### config.mk
export PLATFORM = sky130hd
export DESIGN_NAME = packet_tx_flat
export DESIGN_NICKNAME = d
export VERILOG_FILES = /design/src/rtl/packet_tx_if.sv /design/src/rtl/packet_tx.sv /design/src/flat_wrapper.sv
export SDC_FILE = /design/constraint.sdc
export NUM_CORES = 1
export LEC_CHECK = 0
export CORE_ASPECT_RATIO = 0.9
export CORE_MARGIN = 3
export CORE_UTILIZATION = 40
export DETAILED_ROUTE_END_ITERATION = 12
export DONT_BUFFER_PORTS = 1
export HOLD_SLACK_MARGIN = 0.05
export PLACE_DENSITY = 0.58
export SLEW_MARGIN = 10
export SYNTH_ARGS = -nofsm -noshare
export SYNTH_HDL_FRONTEND = slang
export SYNTH_SLANG_ARGS = --single-unit
### constraint.sdc
create_clock -name clk -period 4.02 [get_ports clk]
set_clock_uncertainty 0.2 [all_clocks]
set_input_delay 0.804 -clock clk [delete_from_list [all_inputs] [get_ports clk]]
set_output_delay 0.804 -clock clk [all_outputs]
set_load 0.03 [all_outputs]
### src/rtl/packet_tx_if.sv
// Request channel and framed beat stream between packet_tx and its user.
// master = the framer side, slave = the request source / downstream sink side.
interface packet_tx_if #(
    parameter int DATA_W = 32,
    parameter int LEN_W  = 4
);
    logic              req_valid;
    logic              req_ready;
    logic [LEN_W-1:0]  req_len;
    logic [DATA_W-1:0] req_seed;
    logic              req_drop_eop;
    logic              tx_ready;
    logic              data_valid;
    logic [DATA_W-1:0] packet_data_out;
    logic              start_of_packet;
    logic              end_of_packet;

    modport master (
        input  req_valid, req_len, req_seed, req_drop_eop, tx_ready,
        output req_ready, data_valid, packet_data_out, start_of_packet, end_of_packet
    );

    modport slave (
        output req_valid, req_len, req_seed, req_drop_eop, tx_ready,
        input  req_ready, data_valid, packet_data_out, start_of_packet, end_of_packet
    );
endinterface

### src/rtl/packet_tx.sv
// Transmit framer: turns one (len, seed, drop_eop) request into a run of
// SOP/EOP-framed beats seed, seed+1, ... with downstream stall support.
module packet_tx #(
    parameter int DATA_W     = 32,
    parameter int LEN_W      = 4,
    parameter int MAX_LEN    = 8,
    parameter int GAP_CYCLES = 1,
    parameter int CNT_W      = 4
) (
    input  logic             clk,
    input  logic             rst,
    packet_tx_if.master      bus,
    output logic             tx_busy,
    output logic [CNT_W-1:0] tx_packet_counter,
    output logic [CNT_W-1:0] tx_reject_counter
);
    typedef enum logic [1:0] {
        IDLE = 2'd0,
        SEND = 2'd1,
        GAP  = 2'd2
    } state_t;

    localparam int GAP_W = 4;

    state_t            state_reg, state_next;
    logic [LEN_W-1:0]  idx_reg, idx_next;
    logic [LEN_W-1:0]  len_reg, len_next;
    logic [DATA_W-1:0] seed_reg, seed_next;
    logic              drop_reg, drop_next;
    logic [GAP_W-1:0]  gap_reg, gap_next;
    logic [CNT_W-1:0]  pkt_cnt_reg, pkt_cnt_next;
    logic [CNT_W-1:0]  rej_cnt_reg, rej_cnt_next;

    logic len_ok;
    logic fire;
    logic last_beat;

    // Legal lengths are 1..MAX_LEN; the extra bit keeps the compare unsigned and overflow-free.
    assign len_ok    = (bus.req_len != '0) &&
                       ({1'b0, bus.req_len} <= (LEN_W+1)'(MAX_LEN));
    assign fire      = (state_reg == SEND) && bus.tx_ready;
    assign last_beat = (idx_reg == (len_reg - LEN_W'(1)));

    always_ff @(posedge clk or posedge rst) begin
        if (rst) begin
            state_reg   <= IDLE;
            idx_reg     <= '0;
            len_reg     <= '0;
            seed_reg    <= '0;
            drop_reg    <= 1'b0;
            gap_reg     <= '0;
            pkt_cnt_reg <= '0;
            rej_cnt_reg <= '0;
        end else begin
            state_reg   <= state_next;
            idx_reg     <= idx_next;
            len_reg     <= len_next;
            seed_reg    <= seed_next;
            drop_reg    <= drop_next;
            gap_reg     <= gap_next;
            pkt_cnt_reg <= pkt_cnt_next;
            rej_cnt_reg <= rej_cnt_next;
        end
    end

    always_comb begin
        state_next   = state_reg;
        idx_next     = idx_reg;
        len_next     = len_reg;
        seed_next    = seed_reg;
        drop_next    = drop_reg;
        gap_next     = gap_reg;
        pkt_cnt_next = pkt_cnt_reg;
        rej_cnt_next = rej_cnt_reg;

        case (state_reg)
            IDLE: begin
                if (bus.req_valid) begin
                    len_next  = bus.req_len;
                    seed_next = bus.req_seed;
                    drop_next = bus.req_drop_eop;
                    idx_next  = '0;
                    if (len_ok) begin
                        state_next = SEND;
                    end else begin
                        rej_cnt_next = rej_cnt_reg + CNT_W'(1);
                    end
                end
            end
            SEND: begin
                // Index only moves on an accepted beat, so a stall holds data in place.
                if (fire) begin
                    if (last_beat) begin
                        pkt_cnt_next = pkt_cnt_reg + CNT_W'(1);
                        gap_next     = GAP_W'(GAP_CYCLES - 1);
                        state_next   = GAP;
                    end else begin
                        idx_next = idx_reg + LEN_W'(1);
                    end
                end
            end
            GAP: begin
                if (gap_reg == '0) begin
                    state_next = IDLE;
                end else begin
                    gap_next = gap_reg - GAP_W'(1);
                end
            end
            default: begin
                state_next = IDLE;
            end
        endcase
    end

    // Stream outputs are purely combinational from state and tx_ready.
    assign bus.req_ready       = (state_reg == IDLE) && !rst;
    assign bus.data_valid      = fire;
    assign bus.packet_data_out = (state_reg == SEND) ? (seed_reg + DATA_W'(idx_reg)) : '0;
    assign bus.start_of_packet = fire && (idx_reg == '0);
    assign bus.end_of_packet   = fire && last_beat && !drop_reg;

    assign tx_busy           = (state_reg != IDLE);
    assign tx_packet_counter = pkt_cnt_reg;
    assign tx_reject_counter = rej_cnt_reg;
endmodule

### src/flat_wrapper.sv
// flat-port wrapper written by rule: the top's interface ports become plain ports
module packet_tx_flat 
#(
    parameter int DATA_W     = 32,
    parameter int LEN_W      = 4,
    parameter int MAX_LEN    = 8,
    parameter int GAP_CYCLES = 1,
    parameter int CNT_W      = 4
)
  (clk, rst, tx_busy, tx_packet_counter, tx_reject_counter, bus_req_valid, bus_req_len, bus_req_seed, bus_req_drop_eop, bus_tx_ready, bus_req_ready, bus_data_valid, bus_packet_data_out, bus_start_of_packet, bus_end_of_packet);
  packet_tx_if #(.DATA_W(DATA_W), .LEN_W(LEN_W)) bus_i ();
  input  logic clk;
  input  logic rst;
  output logic tx_busy;
  output logic [CNT_W-1:0] tx_packet_counter;
  output logic [CNT_W-1:0] tx_reject_counter;
  input wire logic [$bits(bus_i.req_valid)-1:0] bus_req_valid;
  input wire logic [$bits(bus_i.req_len)-1:0] bus_req_len;
  input wire logic [$bits(bus_i.req_seed)-1:0] bus_req_seed;
  input wire logic [$bits(bus_i.req_drop_eop)-1:0] bus_req_drop_eop;
  input wire logic [$bits(bus_i.tx_ready)-1:0] bus_tx_ready;
  output wire logic [$bits(bus_i.req_ready)-1:0] bus_req_ready;
  output wire logic [$bits(bus_i.data_valid)-1:0] bus_data_valid;
  output wire logic [$bits(bus_i.packet_data_out)-1:0] bus_packet_data_out;
  output wire logic [$bits(bus_i.start_of_packet)-1:0] bus_start_of_packet;
  output wire logic [$bits(bus_i.end_of_packet)-1:0] bus_end_of_packet;
  assign bus_i.req_valid = bus_req_valid;
  assign bus_i.req_len = bus_req_len;
  assign bus_i.req_seed = bus_req_seed;
  assign bus_i.req_drop_eop = bus_req_drop_eop;
  assign bus_i.tx_ready = bus_tx_ready;
  assign bus_req_ready = bus_i.req_ready;
  assign bus_data_valid = bus_i.data_valid;
  assign bus_packet_data_out = bus_i.packet_data_out;
  assign bus_start_of_packet = bus_i.start_of_packet;
  assign bus_end_of_packet = bus_i.end_of_packet;
  packet_tx #(.DATA_W(DATA_W), .LEN_W(LEN_W), .MAX_LEN(MAX_LEN), .GAP_CYCLES(GAP_CYCLES), .CNT_W(CNT_W)) u_core (.clk(clk), .rst(rst), .bus(bus_i), .tx_busy(tx_busy), .tx_packet_counter(tx_packet_counter), .tx_reject_counter(tx_reject_counter));
endmodule
==> results.md, run 1 <==
Outcome:
- The flow ran to the end, and the final reports show no timing, DRC or antenna violations.

Routing:
- The remaining design rule violation count is 0.
- The detailed router finished its first iteration with 165 violations.
- In the final routed layout, each cell accounts on average for 16.0 µm.
- The vias per cell is 5.56.
- The residual antenna-violating net count after detailed routing is 0.
- The wire length after detailed routing is 8730 µm.
- The first TritonRoute pass finished after 5 iterations.
- The total number of vias is 3,029.

Cells and area:
- The layout overhead on the synthesized area is 10.6%.
- After routing the design area is 3800 µm².
- The final standard cell count with taps included and fillers excluded is 545.
- Of the cells placed in the final design, the portion with a size suffix greater than 1 is 0.126.
- The layout has 826 filler cells.
- The final core area utilization is 0.465.
- The number of antenna diodes in the final layout is 0.
- The register with the most flip-flops in the layout has 32 of them.
- The total number of nets in the final design is 481.

Clocking:
- Hold repair after CTS inserted 0 buffers.
- In this run, CTS created clock tree buffers numbering 5.
- The clock passes through at most 2 buffers.
- TritonCTS built the clock tree.
- The number of buffers added for setup after CTS is 0.
- The number of levels the H-tree was split into is 2.
- The root buffer cell chosen for the clock tree is sky130_fd_sc_hd__clkbuf_8.
- The later pin in the worst-skew pair is clocked with a latency of 310 ps.
- After clock tree synthesis, the clock-pin slew on the worst setup and hold paths is 110 ps.
- CTS saw 55 sinks.

STA:
- Setup repair after global routing left no endpoint under its margin.
- The number of max-slew violations in the final report is 0.
- The total setup violations reported at the end of the flow is 0.
- The setup TNS after final layout is 0 ps.
- The worst slew margin relative to its limit is 0.428.
- The upper clock frequency limit is 262 MHz.
- At the pin with the least slew margin, the transition time is 858 ps.
- The smallest clock period supported by the final layout is computed as 3810 ps.
- The share of the clock period used by the worst path after layout is 0.948.
- The final hold violation count is 0.
- Across all setup checks in the final design, the least slack found is 208 ps.

Global route:
- The number of global-route vias before repair is 2,910.
- The initial antenna violation count is 0.
- The wire length of the first global-routing pass is 14,500 µm.
- The total overflow reported by the global router is 0.
- Entering global routing, the biggest net connects 50 pins.
- Across every metal layer, demand over resource in global routing totals 0.182.

Worst setup path:
- STA puts the critical path data required time at 3020 ps.
- Of all nets on the critical path, the largest fanout is 20.
- The cell depth of the worst flop-to-flop path is 6.
- The endpoint identified for the worst register-to-register timing path is u_core.tx_packet_counter[1]$_DFFE_PP0P_.
- In this run the register-to-register setup slack is 1520 ps.
- By startpoint and endpoint, the worst setup path is classified as flop to output pin.
- STA classifies the critical path startpoint as a flop.
- The kind of capture point of the worst setup path is an output pin.
- The critical path arrival is 2810 ps.
- The launch instance of the worst register-to-register path is u_core.len_reg[0]$_DFFE_PP0P_.

Synthesis:
- The synthesized design contains 0 enable-type register cells.
- The primary flip-flop cell chosen by synthesis mapping is sky130_fd_sc_hd__dfrtp_1.
- The most instantiated library cell after synthesis is sky130_fd_sc_hd__nand2_1.
- Synthesis produced a netlist whose cell count is 414.
- The share of synthesized area in the top cell type comes to 0.400.
- The portion of the post-synthesis area used by sequential elements is 0.400.
- The area of the mapped netlist is 3440 µm².
- The number of warnings issued by yosys is 0.
- Sorting the synthesized cells by area gives the leading types as sky130_fd_sc_hd__dfrtp_1, sky130_fd_sc_hd__nand2_1, sky130_fd_sc_hd__a21oi_1, sky130_fd_sc_hd__o31ai_1, sky130_fd_sc_hd__or4_1.
- The average instance in the mapped netlist occupies 8.31 µm².
- Counting flops with an async set or reset pin after synthesis yields a share of 1.00.
- The post-synthesis cell type count is 54.
- After synthesis, the most frequently instantiated cells are sky130_fd_sc_hd__nand2_1, sky130_fd_sc_hd__dfrtp_1, sky130_fd_sc_hd__a21oi_1.
- The cell taking the most area after synthesis is sky130_fd_sc_hd__dfrtp_1.
- When the netlist entered floorplanning its net count stood at 466.
- The number of synthesized register bits is 55.

Placed design:
- The placed standard-cell area is 3710 µm².
- The cell count after placement is 537.
- Detailed placement finished with a half-perimeter wire length of 6240 µm.
- At the end of routability-driven placement, the weighted congestion stood at 0.813.
- The number of buffer cells added on primary ports is 0.
- The worst setup slack after placement is 359 ps.

Floorplan:
- The initial utilization of the core area, before any placement, comes to 0.420.
- The core outline area is 8180 µm².
- Measured along the x axis, the die boundary spans 104 µm.
- The number of placement rows is 31.
- The number of primary I/O pins is 86.
- The die is 94.0 µm tall.
- The overall die area is 9750 µm².

Pwr:
- The static leakage is 0.00170 µW.
- The maximum ir drop on the vdd rail is 0.418 mV.
- The areal power density over the cells is 902 nW/µm².

Run:
- The tool flagged a number of max-cap violations equal to 0.

Worst hold path:
- The type of the tightest min-delay check is input pin to asynchronous set/reset pin.
report_power, final:
part	total (µW)	switching, µW	internal [µW]	leakage, µW
combinational	1930	1290	647	0.000965
clock	312	189	123	0.0000483
sequential	1180	375	809	0.000685
total	3430	1850	1580	0.00170
how the worst max path moves through the flow:
stage / start / end / cells after the start
3_5_place_dp: u_core.idx_reg[0]$_DFFE_PP0P_ / bus_packet_data_out[24] / 8
4_1_cts: u_core.idx_reg[0]$_DFFE_PP0P_ / bus_packet_data_out[24] / 8
6_report: u_core.idx_reg[0]$_DFFE_PP0P_ / bus_packet_data_out[24] / 8
3_3_place_gp: u_core.idx_reg[0]$_DFFE_PP0P_ / bus_packet_data_out[26] / 8
5_1_grt: u_core.idx_reg[0]$_DFFE_PP0P_ / bus_packet_data_out[24] / 8
2_1_floorplan: u_core.idx_reg[0]$_DFFE_PP0P_ / bus_packet_data_out[26] / 8
cell type report:
type / instances / area [µm²] / share of cell area
clock buffer: 5 / 68.8 / 0.0181
clock inverter: 3 / 18.8 / 0.00493
inverter: 18 / 67.6 / 0.0178
multi-input combinational: 318 / 1890 / 0.498
sequential: 55 / 1380 / 0.362
tap: 115 / 144 / 0.0378
timing repair buffer: 31 / 233 / 0.0612
layer usage:
| metal | wire length [µm] | global-route usage | part of all wire |
|---|---|---|---|
| met5 | 0 | 0 | 0 |
| met3 | 463 | 0.0495 | 0.053 |
| met4 | 90 | 0.0443 | 0.010 |
| met2 | 3930 | 0.288 | 0.45 |
| met1 | 4250 | 0.249 | 0.49 |
worst max-delay path: stages (launching register included):
cell	delay, ps
sky130_fd_sc_hd__dfrtp_2	440
sky130_fd_sc_hd__ha_1	200
sky130_fd_sc_hd__inv_1	60
sky130_fd_sc_hd__fa_1	370
sky130_fd_sc_hd__nand2b_1	230
sky130_fd_sc_hd__a21o_4	310
sky130_fd_sc_hd__or4_1	520
sky130_fd_sc_hd__a21oi_1	180
sky130_fd_sc_hd__buf_4	180
logic make-up (layout without fill, tap and decap cells):
logic type,after synthesis,in the layout,share of synthesized area
fa+ha+maj,11,11,0.0422
mux,3,3,0.00946
flops,55,55,0.400
compound gates,83,83,0.148
xor+xnor,18,18,0.0499
buf+inv,41,57,0.0524
simple gates,203,203,0.297
cell usage in the layout (no fill, tap or decap), types with 2 or more instances in the layout:
| cell type | n |
|---|---|
| sky130_fd_sc_hd__or4_1 | 17 |
| sky130_fd_sc_hd__o22ai_1 | 2 |
| sky130_fd_sc_hd__ha_1 | 10 |
| sky130_fd_sc_hd__xnor2_1 | 9 |
| sky130_fd_sc_hd__and3_1 | 4 |
| sky130_fd_sc_hd__dfrtp_1 | 54 |
| sky130_fd_sc_hd__clkinv_2 | 2 |
| sky130_fd_sc_hd__clkbuf_8 | 5 |
| sky130_fd_sc_hd__o211ai_1 | 2 |
| sky130_fd_sc_hd__nand3_1 | 14 |
| sky130_fd_sc_hd__nand4_1 | 9 |
| sky130_fd_sc_hd__a211oi_1 | 4 |
| sky130_fd_sc_hd__xor2_1 | 8 |
| sky130_fd_sc_hd__o31ai_1 | 18 |
| sky130_fd_sc_hd__buf_4 | 30 |
| sky130_fd_sc_hd__or3_1 | 6 |
| sky130_fd_sc_hd__a21oi_1 | 30 |
| sky130_fd_sc_hd__and4_1 | 3 |
| sky130_fd_sc_hd__nor3_1 | 6 |
| sky130_fd_sc_hd__nand2b_1 | 5 |
| sky130_fd_sc_hd__nor2b_1 | 3 |
| sky130_fd_sc_hd__o21a_1 | 2 |
| sky130_fd_sc_hd__o21ai_0 | 16 |
| sky130_fd_sc_hd__inv_1 | 17 |
| sky130_fd_sc_hd__nor2_1 | 11 |
| sky130_fd_sc_hd__mux2_2 | 2 |
| sky130_fd_sc_hd__nand2_1 | 110 |
metrics by stage:
| stage | power (µW) | hold slack [ps] |
|---|---|---|
| final | 3430 | 287 |
| after CTS | 3450 | 308 |
| after global routing | 3730 | 342 |
| after floorplan | 2540 | 246 |
| after global placement | 3080 | 262 |
| after detailed placement | 3130 | 279 |
what timing repair did:
| item | in CTS | in global routing |
|---|---|---|
| endpoints found under the hold margin | 0 | 0 |
| setup endpoints to repair | 1 | 9 |
| resized for setup | 1 | 2 |
(Power assumes the default switching activity.)
==> inputs of run 2 (changes only) <==
--- a/config.mk
+++ b/config.mk
@@ -10,6 +10,7 @@
 export CORE_UTILIZATION = 40
 export DETAILED_ROUTE_END_ITERATION = 12
 export DONT_BUFFER_PORTS = 1
+export GPL_TIMING_DRIVEN = 0
 export HOLD_SLACK_MARGIN = 0.05
 export PLACE_DENSITY = 0.58
 export SLEW_MARGIN = 10
==> results.md, run 2 (synthesized netlist as in run 1, its figures left out) <==
Global route:
- The combined global-route utilization of all metal layers is 0.202.
- The wire length of the first global-routing pass is 15,800 µm.
- The initial antenna violation count is 0.
- The number of global-route vias before repair is 3,030.
- For this run the aggregate overflow at the end of global routing stands at 0.
- The pin count of the biggest net entering global routing is 30.

Worst setup path:
- The critical path arrival is 2930 ps.
- The kind of capture point of the worst setup path is an output pin.
- The worst-path maximum fanout is 10.
- The data required time at the worst endpoint is 3020 ps.
- The worst setup path is of the flop to output pin kind.
- The launching element type of the critical path is a flop.

Floorplan:
- The effective utilization at floorplan is 0.420.
- The die extent in y is 94.0 µm.
- In this run the core area contains 31 standard-cell rows.
- The die span in x is 104 µm.
- The number of primary I/O pins is 86.
- The core region is 8180 µm².
- The die covers 9750 µm².

Clocking:
- The tree is rooted in a sky130_fd_sc_hd__clkbuf_8.
- The number of clock buffers added by TritonCTS is 5.
- CTS saw 55 sinks.
- The clock-pin slew of the registers on the worst-case setup and hold paths is 100 ps.
- The hold-fix buffer count after cts is 0.
- The number of levels the H-tree was split into is 2.
- The longest clock path from root to sink contains 2 buffers.
- The clock insertion delay at the later pin of the skew report is 310 ps.
- The clock tree from TritonCTS is yes.

Placed design:
- The final estimated routing congestion in global placement is 0.818.
- Port buffering added 0 buffers.
- The cell count after placement is 530.
- Summed over all nets, the half-perimeter wirelength after detailed placement is 7020 µm.
- At the placement stage, the worst setup path has a slack of -54.8 ps.

STA:
- Setup violations remaining at the end of the flow were counted as 0.
- At the pin with the least slew margin, the transition time is 1250 ps.
- Hold is met by 244 ps.
- The number of max-slew violations in the final report was 0.
- The time the worst path needs with I/O delays and setup is 3940 ps.
- Setup repair after global routing could not meet its margin everywhere.
- Static timing analysis puts the maximum clock frequency at 254 MHz.
- The final hold violation count is 0.
- Setup slack on the critical path of the routed design comes to 83.4 ps.
- The worst slew margin relative to its limit is 0.162.
- The share of the clock period used by the worst path after layout is 0.979.

Pwr:
- The switching portion of total power is 0.566.
- The static leakage is 0.00162 µW.
- Power spread over the standard cell area amounts to 882 nW/µm².
- The design internal power is 1470 µW.
- The share of total power dissipated in combinational logic is 0.561.
- The switching power of the nets is 1920 µW.
- The part of the power in registers is 0.347.
- VDD sags by at most 0.322 mV.
- The proportion of power drawn by the clock network is 0.092.

Routing:
- The vias per cell is 5.60.
- The total number of vias is 3,022.
- The count of nets left with antenna violations once routing finished came out at 0.
- Dividing the detail-routed wire length by the instance count gives 18.1 µm.
- The wire length after detailed routing is 9780 µm.
- The detailed-routing iteration count for the pre-antenna-repair pass is 4.
- The number of DRC markers after the initial detailed-route iteration is 193.
- In the routed design, unresolved DRC markers number 0.

Cells and area:
- Relative to the synthesized area, the layout overhead comes to 12.0%.
- The number of antenna diodes is 0.
- The library cell used most frequently in the layout, excluding fill and tap cells, is sky130_fd_sc_hd__nand2_1.
- Summing all multi-input logic gate instances after layout gives 2030 µm².
- In the layout the commonest cells are sky130_fd_sc_hd__nand2_1, sky130_fd_sc_hd__dfrtp_1, sky130_fd_sc_hd__inv_1.
- The total number of nets in the final design is 476.
- The final standard cell count with taps included and fillers excluded is 540.
- In the final layout, the share of cells above drive strength 1 is 0.141.
- Once layout is complete, the utilization of the core stands at 0.471.
- After filler insertion, the fill cell instance count of the layout stands at 822.
- The area used by sequential logic in the layout is 1380 µm².
- The register with the most flip-flops in the layout has 32 of them.

Run:
- Max-cap violations in this run came to 0.

Outcome:
- The run finished with clean final reports.

Worst hold path:
- The min-delay analysis places its worst path in the category input pin to asynchronous set/reset pin.
run 2: cell type report:
cell class | instances | area share
clock inverter | 2 | 0.00325
buffer | 23 | 0.0305
inverter | 18 | 0.0175
multi-input combinational | 318 | 0.526
clock buffer | 6 | 0.0188
sequential | 55 | 0.358
tap | 115 | 0.0373
timing repair buffer | 3 | 0.00909
run 2: worst paths after layout:
path,from,to,slack (ps),depth (start not counted)
min in group clk,u_core.seed_reg[2]$_DFFE_PP0P_,u_core.seed_reg[2]$_DFFE_PP0P_,300,2
worst min-delay path,rst,u_core.gap_reg[3]$_DFFE_PP0P_,240,1
max in group asynchronous,rst,u_core.seed_reg[10]$_DFFE_PP0P_,2790,2
worst min register to register,u_core.seed_reg[2]$_DFFE_PP0P_,u_core.seed_reg[2]$_DFFE_PP0P_,300,2
worst max register to register,u_core.len_reg[0]$_DFFE_PP0P_,u_core.tx_packet_counter[1]$_DFFE_PP0P_,1540,6
worst max-delay path,u_core.idx_reg[0]$_DFFE_PP0P_,bus_packet_data_out[30],80,8
run 2: through the flow:
stage	TNS [ps]	instance area [µm²]	power [µW]
2_1_floorplan	0	3440	2540
3_3_place_gp	-20.6	3580	2910
3_5_place_dp	-106	3610	2960
4_1_cts	0	3800	3380
5_1_grt	-58.1	3850	3690
6_report	0	3850	3400
run 2: repair_timing:
item | CTS | global route
pin swaps | 3 | 4
resized for setup | 25 | 12
cloned | 0 | 0
setup buffers | 0 | 2
endpoints found under the hold margin | 0 | 0
setup endpoints to repair | 21 | 20
run 2: metal layers:
metal | global-route usage | routed length [µm]
met1 | 0.276 | 4510
met2 | 0.312 | 4410
met3 | 0.0570 | 734
met4 | 0.0642 | 120
met5 | 0 | 0
run 2: power groups by stage:
stage	Sequential [µW]	Clock, µW	Combinational, µW
final	1180	314	1910
after global routing	1230	352	2110
after CTS	1170	329	1880
after detailed placement	1180	0	1780
after global placement	1170	0	1740
after floorplan	1090	0	1450
run 2: critical path, stage by stage (launching register included):
cell	delay, ps
sky130_fd_sc_hd__dfrtp_2	430
sky130_fd_sc_hd__ha_1	180
sky130_fd_sc_hd__inv_1	50
sky130_fd_sc_hd__fa_1	370
sky130_fd_sc_hd__nand2b_2	240
sky130_fd_sc_hd__a21o_2	260
sky130_fd_sc_hd__clkbuf_4	210
sky130_fd_sc_hd__or4_1	580
sky130_fd_sc_hd__a21oi_4	290
==> patch, RTL diff (settings of run 2) <==
The localparam `GAP_W` goes from 4 to 6.
--- a/src/rtl/packet_tx.sv
+++ b/src/rtl/packet_tx.sv
@@ -20,7 +20,7 @@
         GAP  = 2'd2
     } state_t;
 
-    localparam int GAP_W = 4;
+    localparam int GAP_W = 6;
 
     state_t            state_reg, state_next;
     logic [LEN_W-1:0]  idx_reg, idx_next;
Function: same outputs for any inputs over 4 cycles, from zero or initial values and one cycle with rst high; that may be too few to reach the edited logic, so the function may still have changed.
==> patch against run 2 <==
  * Setup slack improved by 0.12 ns
  * Routed wire length fell by 21%
  * Clock power rose by 77%
  * Area after synthesis rose by 0.69%
  * Final area rose by 0.58%
  * Worst hold slack got worse by 0.023 ns
  * Register-to-register slack improved by 0.15 ns
  * Sequential cell count rose by 2
  * Fmax rose by 3.2%
  * Critical path depth did not move
  * Total power rose by 11%
  * Largest power group unchanged
==> patch: results (changes against run 2) <==
Parameter                              Value

Place
  DP Wirelength    5850 um (was 7020 um)
  Routability cong.    0.810 (was 0.818)
  Minimum setup slack after placement    0.386 ns (was -0.0548 ns)

Status
  Status    complete, no violations (unchanged)

Cells and area
  Total Nets Final    395 (was 476)
  Share of layout cells above drive strength 1    0.256 (was 0.141)
  Data buffer area share    0.0232 (was 0.0396)
  Multi-In Gates    243 (was 318)
  Number of non-clock buffers in the layout    14 (was 26)
  Number of clock buffers in the layout    14 (was 6)
  ClkCell Share    0.0536 (was 0.0221)
  Reg area    0.00143 mm^2 (was 0.00138 mm^2)

STA
  Maximum operating frequency    262 MHz (was 254 MHz)
  Max-slew headroom at the worst pin    0.125 (was 0.162)

Worst setup path
  CP max stage delay    0.47 ns (was 0.58 ns)
  Setup slack, reg-to-reg    1.69 ns (was 1.54 ns)
  Worst path slowest cell    dfrtp_1 (was or4_1)

Global routing
  Met3 demand-to-capacity share in global routing    0.0777 (was 0.0570)
  Global-route wire length before repair    12,700 um (was 15,800 um)
  Largest net degree at the start of global routing    32 (was 30)
  GR met1 Demand/Resource    0.209 (was 0.276)
  Met2 global-route usage    0.253 (was 0.312)

Clock network
  Number of buffers created by CTS    9 (was 5)
  Clock Sink Count    57 (was 55)
  PostCTS Resize Cnt    1 (was 25)
  Total number of H-tree levels    3 (was 2)
  Worst skew pair latency    0.34 ns (was 0.31 ns)

Power
  Switching part of the total    0.515 (was 0.566)
  Leakage power total    1.55 nW (was 1.62 nW)
  P_comb    1.99 mW (was 1.91 mW)
  Relative contribution of sequential cells to total power    0.327 (was 0.347)

Drt
  Sum of routed wire length over all layers    7700 um (was 9780 um)
  Ratio of routed vias to standard cells    5.24 (was 5.60)

Synthesis
  Sequential-to-total area share from yosys stat    0.412 (was 0.400)
  Synth Net Count    383 (was 466)
  Most numerous cell types in the synthesized netlist    dfrtp_1, nor2_1, mux2_2, xnor2_1, nand2_1 (was nand2_1, dfrtp_1, a21oi_1, inv_1, o31ai_1)
  Distinct cell type count of the synthesized netlist    50 (was 54)
  Leading cell types by total area after synthesis    dfrtp_1, mux2_2, xnor2_1 (was dfrtp_1, nand2_1, a21oi_1)
## patch: changes by cell type in the layout (fill, tap and decap cells not counted), moves of 5 or more
cell      delta
a21oi_2     -15
a21oi_4      -5
clkbuf_1     -5
clkbuf_8     +7
mux2_2      +34
nand2_1     -89
nand3_1      -7
nor2_1      +22
o21ai_0     -10
o31ai_1     -15
or4_1       -14
xnor2_1     +16
xor2_1      +10
## patch: through the flow
stage	std cells	util	power [mW]	hold WS [ns]	instance area (um^2)
6_report	463	0.471	3.78	0.221	3870
5_1_grt	463	0.471	4.07	0.250	3870
4_1_cts	462	0.467	3.80	0.234	3840
3_5_place_dp	446	0.442	3.22	0.304	3630
3_3_place_gp	445	0.439	3.17	0.305	3610
2_1_floorplan	330	-	2.86	0.269	3460
## patch: cell families after synthesis
group | count (synthesis) | share of synthesized area
xor+xnor | 45 | 0.120
flops | 57 | 0.412
mux | 37 | 0.120
simple gates | 116 | 0.191
buf+inv | 30 | 0.0387
fa+ha+maj | 12 | 0.0455
compound gates | 33 | 0.0730
